--- config.mk ---
export PLATFORM = sky130hd
export DESIGN_NAME = pipelined_subtractor
export DESIGN_NICKNAME = d
export VERILOG_FILES = /design/src/rtl/pipelined_subtractor_pkg.sv /design/src/rtl/sub_slice.sv /design/src/rtl/pipelined_subtractor.sv
export SDC_FILE = /design/constraint.sdc
export NUM_CORES = 1
export LEC_CHECK = 0
export ABC_AREA = 1
export ABC_CLOCK_PERIOD_IN_PS = 12660
export CORE_MARGIN = 2
export CORE_UTILIZATION = 60
export CTS_CLUSTER_SIZE = 28
export DETAILED_ROUTE_END_ITERATION = 10
export HOLD_SLACK_MARGIN = 0.03
export PLACE_DENSITY = 0.84
export SYNTH_ARGS = -nofsm -noshare
export SYNTH_HDL_FRONTEND = slang
export SYNTH_HIERARCHICAL = 1
export SYNTH_SLANG_ARGS = --single-unit
--- constraint.sdc ---
create_clock -name clk -period 12.66 [get_ports clk]
set_input_delay 1.899 -clock clk [delete_from_list [all_inputs] [get_ports clk]]
set_output_delay 1.899 -clock clk [all_outputs]
set_load 0.02 [all_outputs]
--- src/rtl/pipelined_subtractor_pkg.sv ---
// Shared geometry helpers and stage control record for pipelined_subtractor.
package pipelined_subtractor_pkg;

    // Valid flag plus the borrow handed to the next slice.
    typedef struct packed {
        logic valid;
        logic borrow;
    } stage_ctl_t;

    function automatic int slice_w(input int width, input int stages);
        return (stages > 0) ? width / stages : 0;
    endfunction

    function automatic bit geometry_ok(input int width, input int stages);
        return (stages >= 1) && (width >= stages) && ((width % stages) == 0);
    endfunction

endpackage

--- src/rtl/sub_slice.sv ---
// Combinational slice full subtractor: {bo, d} = x - y - bi.
module sub_slice #(
    parameter int W = 8
) (
    input  logic [W-1:0] x,
    input  logic [W-1:0] y,
    input  logic         bi,
    output logic [W-1:0] d,
    output logic         bo
);

    assign {bo, d} = {1'b0, x} - {1'b0, y} - {{W{1'b0}}, bi};

endmodule

--- src/rtl/pipelined_subtractor.sv ---
// diff = a - b - bin over STAGES registered slices, valid/ready with back-pressure.
// SUB_SAT_EN: clamp diff to 0 on final borrow (unsigned saturation), same latency.
module pipelined_subtractor
    import pipelined_subtractor_pkg::*;
#(
    parameter int WIDTH  = 32,
    parameter int STAGES = 4
) (
    input  logic             clk,
    input  logic             rst,
    input  logic             in_valid,
    output logic             in_ready,
    input  logic [WIDTH-1:0] a,
    input  logic [WIDTH-1:0] b,
    input  logic             bin,
    output logic             out_valid,
    input  logic             out_ready,
    output logic [WIDTH-1:0] diff,
    output logic             bout
);

    localparam int SW = slice_w(WIDTH, STAGES);

    if (!geometry_ok(WIDTH, STAGES)) begin : g_bad_geometry
        $error("pipelined_subtractor: WIDTH must be a non-zero multiple of STAGES");
    end

    for (genvar k = 0; k < STAGES; k++) begin : g_st
        localparam int LO   = (k + 1) * SW;
        localparam bit LAST = (k == STAGES - 1);

        stage_ctl_t    ctl;
        logic [LO-1:0] dlo;
        logic [LO-1:0] dlo_nxt;
        logic [SW-1:0] x, y, d;
        logic          bi, bo, vld_in, ld;

        sub_slice #(.W(SW)) u_slice (.x(x), .y(y), .bi(bi), .d(d), .bo(bo));

        if (k == 0) begin : g_src
            assign x       = a[SW-1:0];
            assign y       = b[SW-1:0];
            assign bi      = bin;
            assign vld_in  = in_valid;
            assign dlo_nxt = d;
        end else begin : g_src
            assign x       = g_st[k-1].g_hi.a_hi[SW-1:0];
            assign y       = g_st[k-1].g_hi.b_hi[SW-1:0];
            assign bi      = g_st[k-1].ctl.borrow;
            assign vld_in  = g_st[k-1].ctl.valid;
            assign dlo_nxt = {d, g_st[k-1].dlo};
        end

        // A stage may load when empty or when the stage ahead is moving.
        if (LAST) begin : g_ld
            assign ld = !ctl.valid || out_ready;
        end else begin : g_ld
            assign ld = !ctl.valid || g_st[k+1].ld;
        end

        always_ff @(posedge clk or posedge rst) begin
            if (rst) begin
                ctl <= '0;
                dlo <= '0;
            end else if (ld) begin
                ctl.valid <= vld_in;
                if (vld_in) begin
                    ctl.borrow <= bo;
`ifdef SUB_SAT_EN
                    dlo <= (LAST && bo) ? '0 : dlo_nxt;
`else
                    dlo <= dlo_nxt;
`endif
                end
            end
        end

        // Unprocessed high operand bits travel alongside the partial result.
        if (!LAST) begin : g_hi
            localparam int HI = WIDTH - LO;
            logic [HI-1:0] a_hi, b_hi, a_nxt, b_nxt;

            if (k == 0) begin : g_src
                assign a_nxt = a[WIDTH-1:SW];
                assign b_nxt = b[WIDTH-1:SW];
            end else begin : g_src
                assign a_nxt = g_st[k-1].g_hi.a_hi[HI+SW-1:SW];
                assign b_nxt = g_st[k-1].g_hi.b_hi[HI+SW-1:SW];
            end

            always_ff @(posedge clk or posedge rst) begin
                if (rst) begin
                    a_hi <= '0;
                    b_hi <= '0;
                end else if (ld && vld_in) begin
                    a_hi <= a_nxt;
                    b_hi <= b_nxt;
                end
            end
        end
    end

    assign in_ready  = g_st[0].ld;
    assign out_valid = g_st[STAGES-1].ctl.valid;
    assign bout      = g_st[STAGES-1].ctl.borrow;
    assign diff      = g_st[STAGES-1].dlo;

endmodule

* Word level (Yosys, flattened, before mapping)
Cells that the tools add are included.
** Storage, ports and cells
- Output and inout port bits :: 35
- Register bits after elaboration :: 184
- Input port bits :: 69
- Word-level logic and storage cells :: 41
** Operators by class
- Add/sub/neg operators :: 8
- Reductions and logical operators :: 15
** Operator list (count)
- $sub 8x8->9 :: 4
- $sub 9x1->9 :: 4
- $reduce_and 2->1 :: 4
- $logic_not 1->1 :: 4
- $logic_or 1x1->1 :: 4
- $logic_and 1x1->1 :: 3

* Logic depth before layout (Yosys ltp)
Gate-level depths: netlist of the first run.
- Depth in word-level cells :: 6
- Depth in mapped cells :: 13
- Gate-level depth less buffers :: 13

* Modules after synthesis
Netlist of the first run, hierarchy kept.
** By module, submodules not included
- pipelined_subtractor :: times used 1, area an instance 7150.6 um2, cells each 783, sequential area each 4604.4 um2
- sub_slice :: times used 4, area an instance 576.8 um2, cells each 100, sequential area each 0.0 um2

* Worst setup path after synthesis of the first run
Ideal clock, no wire load.
- Path type :: input -> output
- Start :: in out_ready
- End :: out in_ready
- Arrival :: 2.416 ns
- Setup slack :: 8.345 ns
- Required time :: 10.761 ns
- Cell stages on the path :: 3
- Path buffers :: 1
- Cells stage by stage :: nor2_4 > nand4_2 > clkbuf_1
** On the way
- Longest elaborated chain between the ends :: 4
** Ends and longest elaborated chain
- start: declaration :: line pipelined_subtractor.sv:17 : input logic out_ready,
- $logic_or 1x1->1 :: line pipelined_subtractor.sv:56 : assign ld = !ctl.valid || out_ready;
- $logic_or 1x1->1 (3 in series) :: line pipelined_subtractor.sv:58 : assign ld = !ctl.valid || g_st[k+1].ld;
- end: declaration :: line pipelined_subtractor.sv:12 : output logic in_ready,
No other way between the ends.

* Worst setup path after layout of the first run
Ends and elaborated chain as after synthesis.

==> results.yml, run 1 <==
clock_tree:
  cts_setup_buffers: 0
  numClockSinks: 184
  h-tree-depth: 4
  ctsLongestPathBuffers: 2
  cts_hold_buffers: 0
  numCtsBuffers: 17
  root_buffer: "clkbuf_16"
  cts_resized: 0
  clkTransAtPathRegs_ns: 0.06
  clock_latency_ns: 0.44
  cts_tree: "yes"
detailed_routing:
  antenna_left: 0
  drc: 0
  drt-pass1-iter-count: 7
  drt_wl_total_um: 18600
  vias_per_cell: 5.06
  vias: 7493
  wl_per_cell_um: 12.6
  met2WireLength_um: 8380
  wl_met3_um: 885
  drtIter0Drc: 629
  wl_met1_um: 8970
  routed.top_layer: "met4"
cells_and_area:
  final_cell_mix: "nand2_1, dfrtp_1, nand3_1"
  area_growth_pct: 17.7
  filler_cell_count: 1208
  final_common_cell: "nand2_1"
  multiInputGateArea_um2: 3970
  layout.nets: 1390
  antenna_cells: 0
  seq_area_um2: 4600
  post-route-util: 0.727
  drive_gt1_frac: 0.0386
setup_path:
  crit_slowest_cell: "clkdlybuf4s50_1"
  crit_type: "input pin to output port"
  path_cells: "clkdlybuf4s50_1 -> nor2_4 -> nand4_2 -> buf_4 -> clkdlybuf4s50_1"
  critPathLaunchType: "input pin"
  crit_path_end_kind: "output port"
  cp_data_arrival_time_ns: 3.76
  critPathMaxFanout: 60
  cp.required_ns: 10.76
  cp_slowest_stage_delay_ns: 0.71
  cpMostUsedCell: "clkdlybuf4s50_1"
  cpLargestDelayFamily: "buffers and inverters"
  cp_num_buf_inv: 3
logic_synthesis:
  synth.avg_cell_area_um2: 7.99
  yosysUniqueCellTypes: 21
  syn_inst: 1183
  syn_nets: 1316
  ys_seq_area_frac: 0.487
  yosys_warnings: 6
  ys_top_cells_by_area: "dfrtp_1, nand2_1, nand3_1"
  synth_top_cell_by_area: "dfrtp_1"
  yosysTopAreaCellShare: 0.487
  syn_area_um2: 9460
  ys_seq_elements: 184
power:
  power_leakage_nw: 6.22
  p_total_mw: 2.64
  p_per_area_nw_per_um2: 237
  vdd_drop_max_mv: 0.125
sta:
  finalCriticalPeriod_ns: 5.66
  drv_slew: 0
  hold_viol_final: 0
  rsz0062_at_grt: "false"
  worst_slack_ns: 7.00
  tightest_slew_ns: 1.03
  setup_viol: 0
  post-route-period-util: 0.447
  clock.fmax_ghz: 0.177
  finalSetupTns_ns: 0
  relSlewSlack: 0.308
  clock_skew_ns: 0.00864
die:
  die_w_um: 130
  num_rows: 45
  start_util: 0.618
  pin_count: 104
  die_height_um: 130
  core_area_um2: 15300
  dieArea_um2: 16800
grt:
  grt_pass1_wl_um: 32400
  grt_antenna_before_repair: 0
  grt_pass1_vias: 6984
  grt_max_degree: 106
  overflow: 0
  gr-usage-all-layers: 0.243
place:
  io_buffers: 103
  place_congestion: 0.828
  dp_slack_ns: 6.99
  post-dp-hpwl_um: 12700
job:
  cap_violations: 0
outcome:
  outcome: "complete, no violations"
min_path:
  holdCritPathClass: "register to register"
## layer usage
| layer | vias up | GRT usage |
|---|---|---|
| met5 | - | 0 |
| met4 | 0 | 0.0803 |
| met3 | 32 | 0.0508 |
| met2 | 200 | 0.371 |
| met1 | 3465 | 0.350 |
| li1 | 3796 | - |
## cells by family after synthesis
| group | share of synthesized area |
|---|---|
| buf+inv | 0.0933 |
| compound gates | 0.0243 |
| fa+ha+maj | 0.0910 |
| flops | 0.487 |
| simple gates | 0.290 |
| xor+xnor | 0.0148 |
## area by class of cell
cell class,instances,share of cell area
Sequential cell,184,0.414
Multi-Input combinational cell,778,0.357
Timing Repair Buffer,110,0.0969
Inverter,166,0.0564
Clock buffer,24,0.0442
Tap cell,211,0.0237
Clock inverter,7,0.00832
## worst paths after layout
| check | slack (ns) | cells past startpoint | from | endpoint |
|---|---|---|---|---|
| max in group asynchronous | 9.11 | 3 | rst | g_st[1].g_hi.a_hi[2] |
| max | 7.00 | 5 | out_ready | in_ready |
| min | 0.47 | 2 | diff[27] | diff[27] |
| min reg2reg | 0.47 | 2 | diff[27] | diff[27] |
| min in group asynchronous | 2.04 | 2 | rst | diff[22] |
| max reg2reg | 9.59 | 4 | g_st[3].vld_in | g_st[2].dlo[13] |
## worst min-delay path: cells and delay by family (launching register included)
family,cells,cell delay [ns]
DFF,1,0.34
and+or+nand+nor,2,0.09
## cells in the mapped netlist, drive strengths merged
library cell	n
nand2	464
nor2	24
o21ai	15
xnor2	4
dfrtp	184
a21oi	19
fa	8
inv	166
nand3b	4
clkbuf	19
xor2	12
nand3	171
buf	36
ha	56
nand4	1
## per-stage QoR
step	std cells	area [µm²]	hold WS, ns
finish	1480	11100	0.467
global route	1480	11100	0.486
CTS	1480	11100	0.474
detailed placement	1449	10500	0.458
global placement	1449	10500	0.455
floorplan	1183	9460	0.442
## state kept, by name (all words and copies together), names as in the netlist
name	count
g_st.g_hi.a_hi	48
out_valid	1
bout	1
diff	32
g_st.g_hi.b_hi	48
g_st.dlo	48
g_st.bi	3
g_st.vld_in	3
## report_power, final
| part | internal, mW | switching [mW] |
|---|---|---|
| Sequential | 0.791 | 0.135 |
| Clock | 0.310 | 0.215 |
| Combinational | 0.479 | 0.713 |
No activity file was read; power rests on OpenSTA's default activity.
==> inputs of run 2 (changes only) <==
ABC_CLOCK_PERIOD_IN_PS = 5400   (was 12660)
CORE_UTILIZATION = 57   (was 60)
PLACE_DENSITY = 0.81   (was 0.84)
clock period = 5.4 ns   (was 12.66 ns; I/O delays follow)
==> run 2 against run 1 <==
Net effect:
- sequential share of layout area down 0.30 points
- largest cell class unchanged
- clock power up 150%
- critical endpoint unchanged
- clock-buffer cell count down 5
- combinational power up 130%
- clock skew down 0.0023 ns
- utilization down 4.3 points
- critical path depth unchanged
- register-to-register slack worse by 7.3 ns
- global-route usage down 2.1 points
==> results.yml, run 2 (same netlist as run 1, synthesis figures left out) <==
sta:
  rsz0062_at_grt: "false"
  finalCriticalPeriod_ns: 3.54
  post-route-period-util: 0.656
  hold_viol_final: 0
  worst_slack_ns: 1.86
  relSlewSlack: 0.299
  finalSetupTns_ns: 0
  setup_viol: 0
  clock_skew_ns: 0.00638
  tightest_slew_ns: 1.05
  clock.fmax_ghz: 0.282
  drv_slew: 0
clock_tree:
  cts_setup_buffers: 0
  h-tree-depth: 4
  root_buffer: "clkbuf_16"
  ctsLongestPathBuffers: 2
  cts_resized: 0
  numCtsBuffers: 17
  clkTransAtPathRegs_ns: 0.06
  cts_hold_buffers: 0
  clock_latency_ns: 0.43
  numClockSinks: 184
  cts_tree: "yes"
die:
  pin_count: 104
  die_w_um: 133
  start_util: 0.576
  num_rows: 47
  core_area_um2: 16400
  die_height_um: 133
  dieArea_um2: 17600
setup_path:
  cp_data_arrival_time_ns: 2.73
  reg2reg_slack_ns: 2.29
  cpMostUsedCell: "clkdlybuf4s50_1"
  crit_type: "input pin to output port"
  rr_worst_depth: 4
  cp.required_ns: 4.59
  path_cells: "clkdlybuf4s50_1 -> nor2_4 -> nand4_2 -> buf_4 -> clkdlybuf4s50_1"
  crit_slowest_cell: "clkdlybuf4s50_1"
  critPathLaunchType: "input pin"
  critPathMaxFanout: 60
  crit_path_end_kind: "output port"
  cp_slowest_stage_delay_ns: 0.72
detailed_routing:
  drt_wl_total_um: 18200
  drt-pass1-iter-count: 6
  met2WireLength_um: 8420
  vias: 7400
  drc: 0
  wl_per_cell_um: 12.2
  antenna_left: 0
  routed.top_layer: "met4"
  vias_per_cell: 4.96
  drtIter0Drc: 680
  wl_met1_um: 8860
  wl_met3_um: 663
min_path:
  hold_depth: 2
  holdCritPathClass: "register to register"
grt:
  grt_pass1_wl_um: 32000
  overflow: 0
  gr-usage-all-layers: 0.221
  grt_max_degree: 99
  grt_pass1_vias: 7029
  grt_antenna_before_repair: 0
place:
  io_buffers: 103
  dp_slack_ns: 1.89
  place_area_um2: 10600
  place_congestion: 0.820
  post-dp-hpwl_um: 12500
cells_and_area:
  final_cell_mix: "nand2_1, dfrtp_1, nand3_1"
  post-route-util: 0.684
  layout.nets: 1391
  antenna_cells: 0
  fin_area_um2: 11200
  area_growth_pct: 18.6
  top_regs: "g_st.dlo (48), g_st.g_hi.a_hi (48), g_st.g_hi.b_hi (48)"
  drive_gt1_frac: 0.0441
  final_common_cell: "nand2_1"
power:
  power_leakage_nw: 6.25
  vdd_drop_max_mv: 0.302
  p_per_area_nw_per_um2: 555
outcome:
  outcome: "complete, no violations"
job:
  cap_violations: 0
-- run 2: worst max-delay path: cells and delay by family --
kind / cells / cell delay [ns]
simple gates: 2 / 0.14
buf+inv: 3 / 1.74
-- run 2: stage by stage --
step	hold WS, ns	instances	total power, mW
after floorplan	0.442	1183	4.21
after global placement	0.454	1459	4.82
after detailed placement	0.458	1459	4.94
after CTS	0.475	1491	6.27
after global routing	0.489	1491	6.79
final	0.471	1491	6.23
-- run 2: cell type report --
| type | instances | area, µm² |
|---|---|---|
| fill | 1308 | 5190 |
| sequential | 184 | 4600 |
| inverter | 166 | 627 |
| clock inverter | 13 | 175 |
| clock buffer | 19 | 453 |
| tap | 220 | 275 |
| timing repair buffer | 111 | 1100 |
| multi-input combinational | 778 | 3980 |
-- run 2: per-layer routing --
metal | GRT usage | vias to the layer above
li1 | - | 3795
met1 | 0.316 | 3442
met2 | 0.348 | 145
met3 | 0.0379 | 18
met4 | 0.0717 | 0
met5 | 0 | -
-- run 2: final timing paths --
path | startpoint | endpoint
min in group asynchronous | rst | diff[17]
setup / recovery | out_ready | in_ready
hold / removal | g_st[1].g_hi.b_hi[0] | g_st[1].g_hi.b_hi[0]
max in group asynchronous | rst | g_st[1].g_hi.b_hi[5]
setup reg to reg | g_st[3].vld_in | g_st[2].dlo[18]
hold reg to reg | g_st[1].g_hi.b_hi[0] | g_st[1].g_hi.b_hi[0]
-- run 2: report_power, final --
group / switching [mW] / internal [mW] / leakage, nW
Sequential: 0.293 / 1.86 / 2.27
Clock: 0.510 / 0.796 / 0.313
Combinational: 1.65 / 1.12 / 3.66
Total: 2.46 / 3.77 / 6.25
